$ cat config.mk
export PLATFORM = sky130hd
export DESIGN_NAME = l2_tag_ctrl_flat
export DESIGN_NICKNAME = d
export VERILOG_FILES = /design/src/rtl/l2_tag_ctrl_if.sv /design/src/rtl/l2_tag_ctrl.sv /design/src/flat_wrapper.sv
export SDC_FILE = /design/constraint.sdc
export NUM_CORES = 2
export LEC_CHECK = 0
export BUFFER_PORTS_ARGS = -buffer_cell sky130_fd_sc_hd__buf_2
export CAP_MARGIN = 20
export CORE_ASPECT_RATIO = 1.5
export CORE_UTILIZATION = 60
export CTS_CLUSTER_SIZE = 24
export DETAILED_ROUTE_END_ITERATION = 7
export GPL_TIMING_DRIVEN = 1
export PLACE_DENSITY = 0.77
export SLEW_MARGIN = 40
export SYNTH_ARGS = -nofsm -noshare
export SYNTH_HDL_FRONTEND = slang
export SYNTH_SLANG_ARGS = --single-unit
export TNS_END_PERCENT = 1
$ cat constraint.sdc
create_clock -name clk -period 83.5 [get_ports clk]
set_clock_uncertainty 0.15 [all_clocks]
set_input_delay 8.35 -clock clk [delete_from_list [all_inputs] [get_ports clk]]
set_output_delay 8.35 -clock clk [all_outputs]
set_load 0.05 [all_outputs]
$ cat src/rtl/l2_tag_ctrl_if.sv
// Bus bundle between the L1 miss paths / L2 tag store / refill engine and l2_tag_ctrl.
// slave = the controller's view, master = the surrounding environment's view.
interface l2_tag_ctrl_if;
  logic        req;
  logic        req_rw;
  logic [31:0] req_addr;
  logic        ack;
  logic        hit;
  logic [1:0]  hit_way;
  logic [8:0]  l2_index;
  logic [17:0] l2_tag_wd;
  logic        l2_dirty_wd;
  logic        l2_block0_rw;
  logic        l2_block1_rw;
  logic        l2_block2_rw;
  logic        l2_block3_rw;
  logic [17:0] l2_tag0_rd;
  logic [17:0] l2_tag1_rd;
  logic [17:0] l2_tag2_rd;
  logic [17:0] l2_tag3_rd;
  logic        l2_dirty0;
  logic        l2_dirty1;
  logic        l2_dirty2;
  logic        l2_dirty3;
  logic [2:0]  plru;
  logic        l2_complete;
  logic        wb_req;
  logic [31:0] wb_addr;
  logic        wb_ack;
  logic        rf_req;
  logic [31:0] rf_addr;
  logic        rf_ack;

  modport slave (
    input  req, req_rw, req_addr,
    input  l2_tag0_rd, l2_tag1_rd, l2_tag2_rd, l2_tag3_rd,
    input  l2_dirty0, l2_dirty1, l2_dirty2, l2_dirty3,
    input  plru, l2_complete, wb_ack, rf_ack,
    output ack, hit, hit_way, l2_index, l2_tag_wd, l2_dirty_wd,
    output l2_block0_rw, l2_block1_rw, l2_block2_rw, l2_block3_rw,
    output wb_req, wb_addr, rf_req, rf_addr
  );

  modport master (
    output req, req_rw, req_addr,
    output l2_tag0_rd, l2_tag1_rd, l2_tag2_rd, l2_tag3_rd,
    output l2_dirty0, l2_dirty1, l2_dirty2, l2_dirty3,
    output plru, l2_complete, wb_ack, rf_ack,
    input  ack, hit, hit_way, l2_index, l2_tag_wd, l2_dirty_wd,
    input  l2_block0_rw, l2_block1_rw, l2_block2_rw, l2_block3_rw,
    input  wb_req, wb_addr, rf_req, rf_addr
  );
endinterface

$ cat src/rtl/l2_tag_ctrl.sv
// 4-way / 512-set L2 tag lookup controller: hit/miss resolution, tree-PLRU victim
// selection, dirty writeback, refill request and tag/dirty/PLRU update.
module l2_tag_ctrl (
  input logic          clk,
  input logic          rst,
  l2_tag_ctrl_if.slave bus
);

  typedef enum logic [2:0] {
    S_IDLE,
    S_LOOKUP,
    S_COMPARE,
    S_WB,
    S_RF,
    S_UPDATE,
    S_WAIT
  } state_t;

  state_t      state_reg, state_next;
  logic [17:0] tag_reg;
  logic [8:0]  index_reg;
  logic        rw_reg;
  logic        hit_reg;
  logic [1:0]  way_reg;
  logic        old_dirty_reg;
  logic [17:0] victim_tag_reg;
  logic [3:0]  valid_reg [512];

  logic [17:0] tag_rd [4];
  logic [3:0]  dirty_rd;
  logic [3:0]  valid_set;
  logic [3:0]  way_hit;
  logic [3:0]  block_rw;
  logic        hit_any;
  logic [1:0]  sel_way;
  logic        sel_dirty;

  // Line offset never reaches the tag store.
  logic unused_offset;
  assign unused_offset = ^bus.req_addr[4:0];

  assign tag_rd[0] = bus.l2_tag0_rd;
  assign tag_rd[1] = bus.l2_tag1_rd;
  assign tag_rd[2] = bus.l2_tag2_rd;
  assign tag_rd[3] = bus.l2_tag3_rd;
  assign dirty_rd  = {bus.l2_dirty3, bus.l2_dirty2, bus.l2_dirty1, bus.l2_dirty0};
  assign valid_set = valid_reg[index_reg];

  genvar gi;
  generate
    for (gi = 0; gi < 4; gi++) begin : g_way
      assign way_hit[gi]  = valid_set[gi] && (tag_rd[gi] == tag_reg);
      assign block_rw[gi] = (state_reg == S_UPDATE) && (way_reg == 2'(gi));
    end
  endgenerate

  assign bus.l2_block0_rw = block_rw[0];
  assign bus.l2_block1_rw = block_rw[1];
  assign bus.l2_block2_rw = block_rw[2];
  assign bus.l2_block3_rw = block_rw[3];

  // Hit way, else lowest invalid way, else the way the PLRU tree points at.
  always_comb begin
    hit_any = |way_hit;
    sel_way = 2'd0;
    if (hit_any) begin
      for (int w = 3; w >= 0; w--) begin
        if (way_hit[w]) sel_way = 2'(w);
      end
    end else if (!(&valid_set)) begin
      for (int w = 3; w >= 0; w--) begin
        if (!valid_set[w]) sel_way = 2'(w);
      end
    end else if (!bus.plru[0]) begin
      sel_way = bus.plru[1] ? 2'd1 : 2'd0;
    end else begin
      sel_way = bus.plru[2] ? 2'd3 : 2'd2;
    end
    sel_dirty = valid_set[sel_way] && dirty_rd[sel_way];
  end

  always_ff @(posedge clk or posedge rst) begin
    if (rst) begin
      state_reg      <= S_IDLE;
      tag_reg        <= '0;
      index_reg      <= '0;
      rw_reg         <= 1'b0;
      hit_reg        <= 1'b0;
      way_reg        <= '0;
      old_dirty_reg  <= 1'b0;
      victim_tag_reg <= '0;
    end else begin
      state_reg <= state_next;
      if (state_reg == S_IDLE && bus.req) begin
        tag_reg   <= bus.req_addr[31:14];
        index_reg <= bus.req_addr[13:5];
        rw_reg    <= bus.req_rw;
      end
      if (state_reg == S_COMPARE) begin
        hit_reg        <= hit_any;
        way_reg        <= sel_way;
        old_dirty_reg  <= sel_dirty;
        victim_tag_reg <= tag_rd[sel_way];
      end
    end
  end

  always_ff @(posedge clk or posedge rst) begin
    if (rst) begin
      for (int s = 0; s < 512; s++) valid_reg[s] <= '0;
    end else if (state_reg == S_UPDATE) begin
      valid_reg[index_reg][way_reg] <= 1'b1;
    end
  end

  always_comb begin
    state_next  = state_reg;
    bus.ack     = 1'b0;
    bus.wb_req  = 1'b0;
    bus.rf_req  = 1'b0;
    case (state_reg)
      S_IDLE:    if (bus.req) state_next = S_LOOKUP;
      S_LOOKUP:  state_next = S_COMPARE;
      S_COMPARE: begin
        if (hit_any)        state_next = S_UPDATE;
        else if (sel_dirty) state_next = S_WB;
        else                state_next = S_RF;
      end
      S_WB: begin
        bus.wb_req = 1'b1;
        if (bus.wb_ack) state_next = S_RF;
      end
      S_RF: begin
        bus.rf_req = 1'b1;
        if (bus.rf_ack) state_next = S_UPDATE;
      end
      S_UPDATE:  state_next = S_WAIT;
      S_WAIT: begin
        if (bus.l2_complete) begin
          bus.ack    = 1'b1;
          state_next = S_IDLE;
        end
      end
      default:   state_next = S_IDLE;
    endcase
  end

  // A hit keeps the line dirty if it already was; a fill starts clean unless it is a store.
  assign bus.l2_dirty_wd = rw_reg | (hit_reg & old_dirty_reg);
  assign bus.l2_tag_wd   = tag_reg;
  assign bus.l2_index    = index_reg;
  assign bus.hit         = hit_reg;
  assign bus.hit_way     = way_reg;
  assign bus.wb_addr     = {victim_tag_reg, index_reg, 5'b0};
  assign bus.rf_addr     = {tag_reg, index_reg, 5'b0};

endmodule

$ cat src/flat_wrapper.sv
// flat-port wrapper written by rule: the top's interface ports become plain ports
module l2_tag_ctrl_flat 
  (clk, rst, bus_req, bus_req_rw, bus_req_addr, bus_l2_tag0_rd, bus_l2_tag1_rd, bus_l2_tag2_rd, bus_l2_tag3_rd, bus_l2_dirty0, bus_l2_dirty1, bus_l2_dirty2, bus_l2_dirty3, bus_plru, bus_l2_complete, bus_wb_ack, bus_rf_ack, bus_ack, bus_hit, bus_hit_way, bus_l2_index, bus_l2_tag_wd, bus_l2_dirty_wd, bus_l2_block0_rw, bus_l2_block1_rw, bus_l2_block2_rw, bus_l2_block3_rw, bus_wb_req, bus_wb_addr, bus_rf_req, bus_rf_addr);
  l2_tag_ctrl_if bus_i ();
  input logic clk;
  input logic rst;
  input wire logic [$bits(bus_i.req)-1:0] bus_req;
  input wire logic [$bits(bus_i.req_rw)-1:0] bus_req_rw;
  input wire logic [$bits(bus_i.req_addr)-1:0] bus_req_addr;
  input wire logic [$bits(bus_i.l2_tag0_rd)-1:0] bus_l2_tag0_rd;
  input wire logic [$bits(bus_i.l2_tag1_rd)-1:0] bus_l2_tag1_rd;
  input wire logic [$bits(bus_i.l2_tag2_rd)-1:0] bus_l2_tag2_rd;
  input wire logic [$bits(bus_i.l2_tag3_rd)-1:0] bus_l2_tag3_rd;
  input wire logic [$bits(bus_i.l2_dirty0)-1:0] bus_l2_dirty0;
  input wire logic [$bits(bus_i.l2_dirty1)-1:0] bus_l2_dirty1;
  input wire logic [$bits(bus_i.l2_dirty2)-1:0] bus_l2_dirty2;
  input wire logic [$bits(bus_i.l2_dirty3)-1:0] bus_l2_dirty3;
  input wire logic [$bits(bus_i.plru)-1:0] bus_plru;
  input wire logic [$bits(bus_i.l2_complete)-1:0] bus_l2_complete;
  input wire logic [$bits(bus_i.wb_ack)-1:0] bus_wb_ack;
  input wire logic [$bits(bus_i.rf_ack)-1:0] bus_rf_ack;
  output wire logic [$bits(bus_i.ack)-1:0] bus_ack;
  output wire logic [$bits(bus_i.hit)-1:0] bus_hit;
  output wire logic [$bits(bus_i.hit_way)-1:0] bus_hit_way;
  output wire logic [$bits(bus_i.l2_index)-1:0] bus_l2_index;
  output wire logic [$bits(bus_i.l2_tag_wd)-1:0] bus_l2_tag_wd;
  output wire logic [$bits(bus_i.l2_dirty_wd)-1:0] bus_l2_dirty_wd;
  output wire logic [$bits(bus_i.l2_block0_rw)-1:0] bus_l2_block0_rw;
  output wire logic [$bits(bus_i.l2_block1_rw)-1:0] bus_l2_block1_rw;
  output wire logic [$bits(bus_i.l2_block2_rw)-1:0] bus_l2_block2_rw;
  output wire logic [$bits(bus_i.l2_block3_rw)-1:0] bus_l2_block3_rw;
  output wire logic [$bits(bus_i.wb_req)-1:0] bus_wb_req;
  output wire logic [$bits(bus_i.wb_addr)-1:0] bus_wb_addr;
  output wire logic [$bits(bus_i.rf_req)-1:0] bus_rf_req;
  output wire logic [$bits(bus_i.rf_addr)-1:0] bus_rf_addr;
  assign bus_i.req = bus_req;
  assign bus_i.req_rw = bus_req_rw;
  assign bus_i.req_addr = bus_req_addr;
  assign bus_i.l2_tag0_rd = bus_l2_tag0_rd;
  assign bus_i.l2_tag1_rd = bus_l2_tag1_rd;
  assign bus_i.l2_tag2_rd = bus_l2_tag2_rd;
  assign bus_i.l2_tag3_rd = bus_l2_tag3_rd;
  assign bus_i.l2_dirty0 = bus_l2_dirty0;
  assign bus_i.l2_dirty1 = bus_l2_dirty1;
  assign bus_i.l2_dirty2 = bus_l2_dirty2;
  assign bus_i.l2_dirty3 = bus_l2_dirty3;
  assign bus_i.plru = bus_plru;
  assign bus_i.l2_complete = bus_l2_complete;
  assign bus_i.wb_ack = bus_wb_ack;
  assign bus_i.rf_ack = bus_rf_ack;
  assign bus_ack = bus_i.ack;
  assign bus_hit = bus_i.hit;
  assign bus_hit_way = bus_i.hit_way;
  assign bus_l2_index = bus_i.l2_index;
  assign bus_l2_tag_wd = bus_i.l2_tag_wd;
  assign bus_l2_dirty_wd = bus_i.l2_dirty_wd;
  assign bus_l2_block0_rw = bus_i.l2_block0_rw;
  assign bus_l2_block1_rw = bus_i.l2_block1_rw;
  assign bus_l2_block2_rw = bus_i.l2_block2_rw;
  assign bus_l2_block3_rw = bus_i.l2_block3_rw;
  assign bus_wb_req = bus_i.wb_req;
  assign bus_wb_addr = bus_i.wb_addr;
  assign bus_rf_req = bus_i.rf_req;
  assign bus_rf_addr = bus_i.rf_addr;
  l2_tag_ctrl u_core (.clk(clk), .rst(rst), .bus(bus_i));
endmodule
==> out/summary.txt <==
Setup crit end kind - output pin
Worst-Margin Slew - 0.9534 ns
Post-CTS sizing - 0
Ports - 220
Min Tclk post-route - 17.40 ns
Max reg flops - 2048
Ys async rst share - 100.0%
Post-CTS Setup Inserts - 0
Setup CP Type - primary input to output pin
WHS Endpoint - u_core.valid_reg[22]
Post-route ant nets - 0
Synth Register Bits - 2101
Die Wd - 321.9 um
Max_cap viols - 0
Top cells by count, synth - 2101 x dfrtp_1, 1304 x a31o_2, 592 x o21bai_1, 581 x clkbuf_1, 372 x mux2i_1
Path category of the worst min-delay check - register to register
Site row count - 175
H-tree levels - 4
RSZ-0062 raised after global routing - false
Worst R2R Start - u_core.bus.l2_index[1]
Num CTS Buffers - 187
Crit-path max FO - 3
Via count - 62898
Vias in the first global route - 64718
Post-CTS Hold Buffers - 0
CP arrival - 8.90 ns
Largest net degree at the start of global routing - 111
Netlist cell types - 75
I/O Buffers - 204
Starting DRC count in detailed routing - 6718
Clock latency on the worst-skew pair - 0.86 ns
Syn Area/Cell - 13.63 um2
Die area - 155100 um2
Final Hold Vio Count - 0
Via-to-Cell Ratio - 7.211
Yosys warning count - 0
R2r setup slk - 75.43 ns
Fmax - 0.05748 GHz
Synth area leaders - dfrtp_1 57%, a31o_2 12%, mux4_2 9.0%
Seq. cell area - 52590 um2
Critical Path RT - 75.00 ns
Multi-input gate area - 36080 um2
Synth-to-layout area growth - 9.575%
Post-synthesis instance total - 6755
Static Leak - 47.73 nW
Main flop type after synthesis - dfrtp_1
CTS Sinks - 2101
Layout cells sized above 1 - 38.19%
Clk root buf - clkbuf_16
Final nets - 6642
Number of fill cells - 10727
Setup_tns - 0 ns
Final core utilization - 66.40%
Post-Syn Area - 92080 um2
DP HPWL - 156.1 mm
First drt pass iteration count - 8
# DRC - 0
First-pass GRT wire length - 402.7 mm
Pwr/cell area - 29.23 nW/um2
Routed WL - 265.4 mm
Initial core utilization - 60.60%
Final Cell Area - 100900 um2
Largest area contributor in the netlist - dfrtp_1
Wire per inst - 30.43 um
Post-synth top area share - 57.10%
FF-to-FF End - u_core.victim_tag_reg[4]
Hold_sp - u_core.valid_reg[22]
Hold path depth - 1
VDD IR-drop max - 0.05420 mV
Most frequent cell after synthesis - dfrtp_1
Setup-failing EPs final - 0
Core Area - 152000 um2
Die H - 481.8 um
Fin cells - 8722
Tot Pwr - 2.949 mW
GR Overflow Total - 0
Clock-pin slew on the worst setup and hold paths - 0.06 ns
Slew Limit Fails - 0
Crit share post-route - 20.83%
Slew margin rel. - 36.44%
Initial antenna violation count - 3
R2r worst-path depth - 16
Max clock buf depth - 3
Critical Path Start Type - primary input
Cell Count Post-Placement - 8368
DP Area - 94250 um2
Total GRT Usage - 34.66%
Register area share after synthesis - 57.10%
Status - finished, final reports clean
TritonCTS clock tree - yes
Number of flops mapped to enable cells by yosys - 0
GPL Wtd Cong - 0.8432
[per-stage QoR]
stage               hold slack [ns]  setup slack, ns
finish                       0.3000            66.10
CTS                          0.3018            66.10
floorplan                    0.2724            15.65
global placement             0.2821            66.09
detailed placement           0.2882            66.10
global route                 0.3136            66.08
[worst max-delay path, cell delays in order]
cell    delay (ns)
buf_2         0.13
and3_1        0.15
buf_2         0.26
[final cells by class]
| cell class | instances | share of cell area, % |
|---|---|---|
| clock buffer | 269 | 5.573 |
| clock inverter | 81 | 0.9263 |
| sequential | 2101 | 52.12 |
| multi-input combinational | 3819 | 35.76 |
| timing repair buffer | 404 | 3.016 |
| tap | 2035 | 2.524 |
| antenna | 2 | 0.004960 |
| inverter | 11 | 0.07192 |
[cell usage in the layout (no fill, tap or decap), drive strengths merged, types with 153 or more instances in the layout]
cell type	Yosys	final
clkbuf	581	274
o21bai	592	592
a21o	153	153
nand2	199	199
a22oi	155	155
a31o	1304	1304
dfrtp	2101	2101
buf	252	399
mux4	369	369
mux2i	373	373
[layer usage]
metal	GRT usage [%]	vias up	share of wire, %
met4	23.37	2	7.6
met3	7.148	875	8.1
met2	55.73	3022	48
li1	-	25399	-
met1	42.46	33600	36
met5	0	-	0.0049
[kinds of logic after synthesis]
logic type,count (synthesis),synth area share [%]
xor+xnor,72,0.6848
simple gates,531,2.779
other cells,1,0.004073
buf+inv,844,4.204
mux,777,13.51
flops,2101,57.10
compound gates,2429,21.72
[power by group]
group	internal, mW	leakage [nW]	switching, mW	total, mW
Sequential	1.05	29.2	0.0530	1.11
Clock	0.517	3.26	0.393	0.910
Combinational	0.263	15.2	0.668	0.931
[worst max path at each step]
stage                      to             from  cells past startpoint  slack, ns
4_1_cts               bus_ack  bus_l2_complete                      3      66.10
3_5_place_dp          bus_ack  bus_l2_complete                      3      66.10
5_1_grt               bus_ack  bus_l2_complete                      3      66.08
6_report              bus_ack  bus_l2_complete                      3      66.10
3_3_place_gp          bus_ack  bus_l2_complete                      3      66.09
2_1_floorplan  u_core.bus.hit              rst                      1      15.65
(Power assumes the default switching activity.)
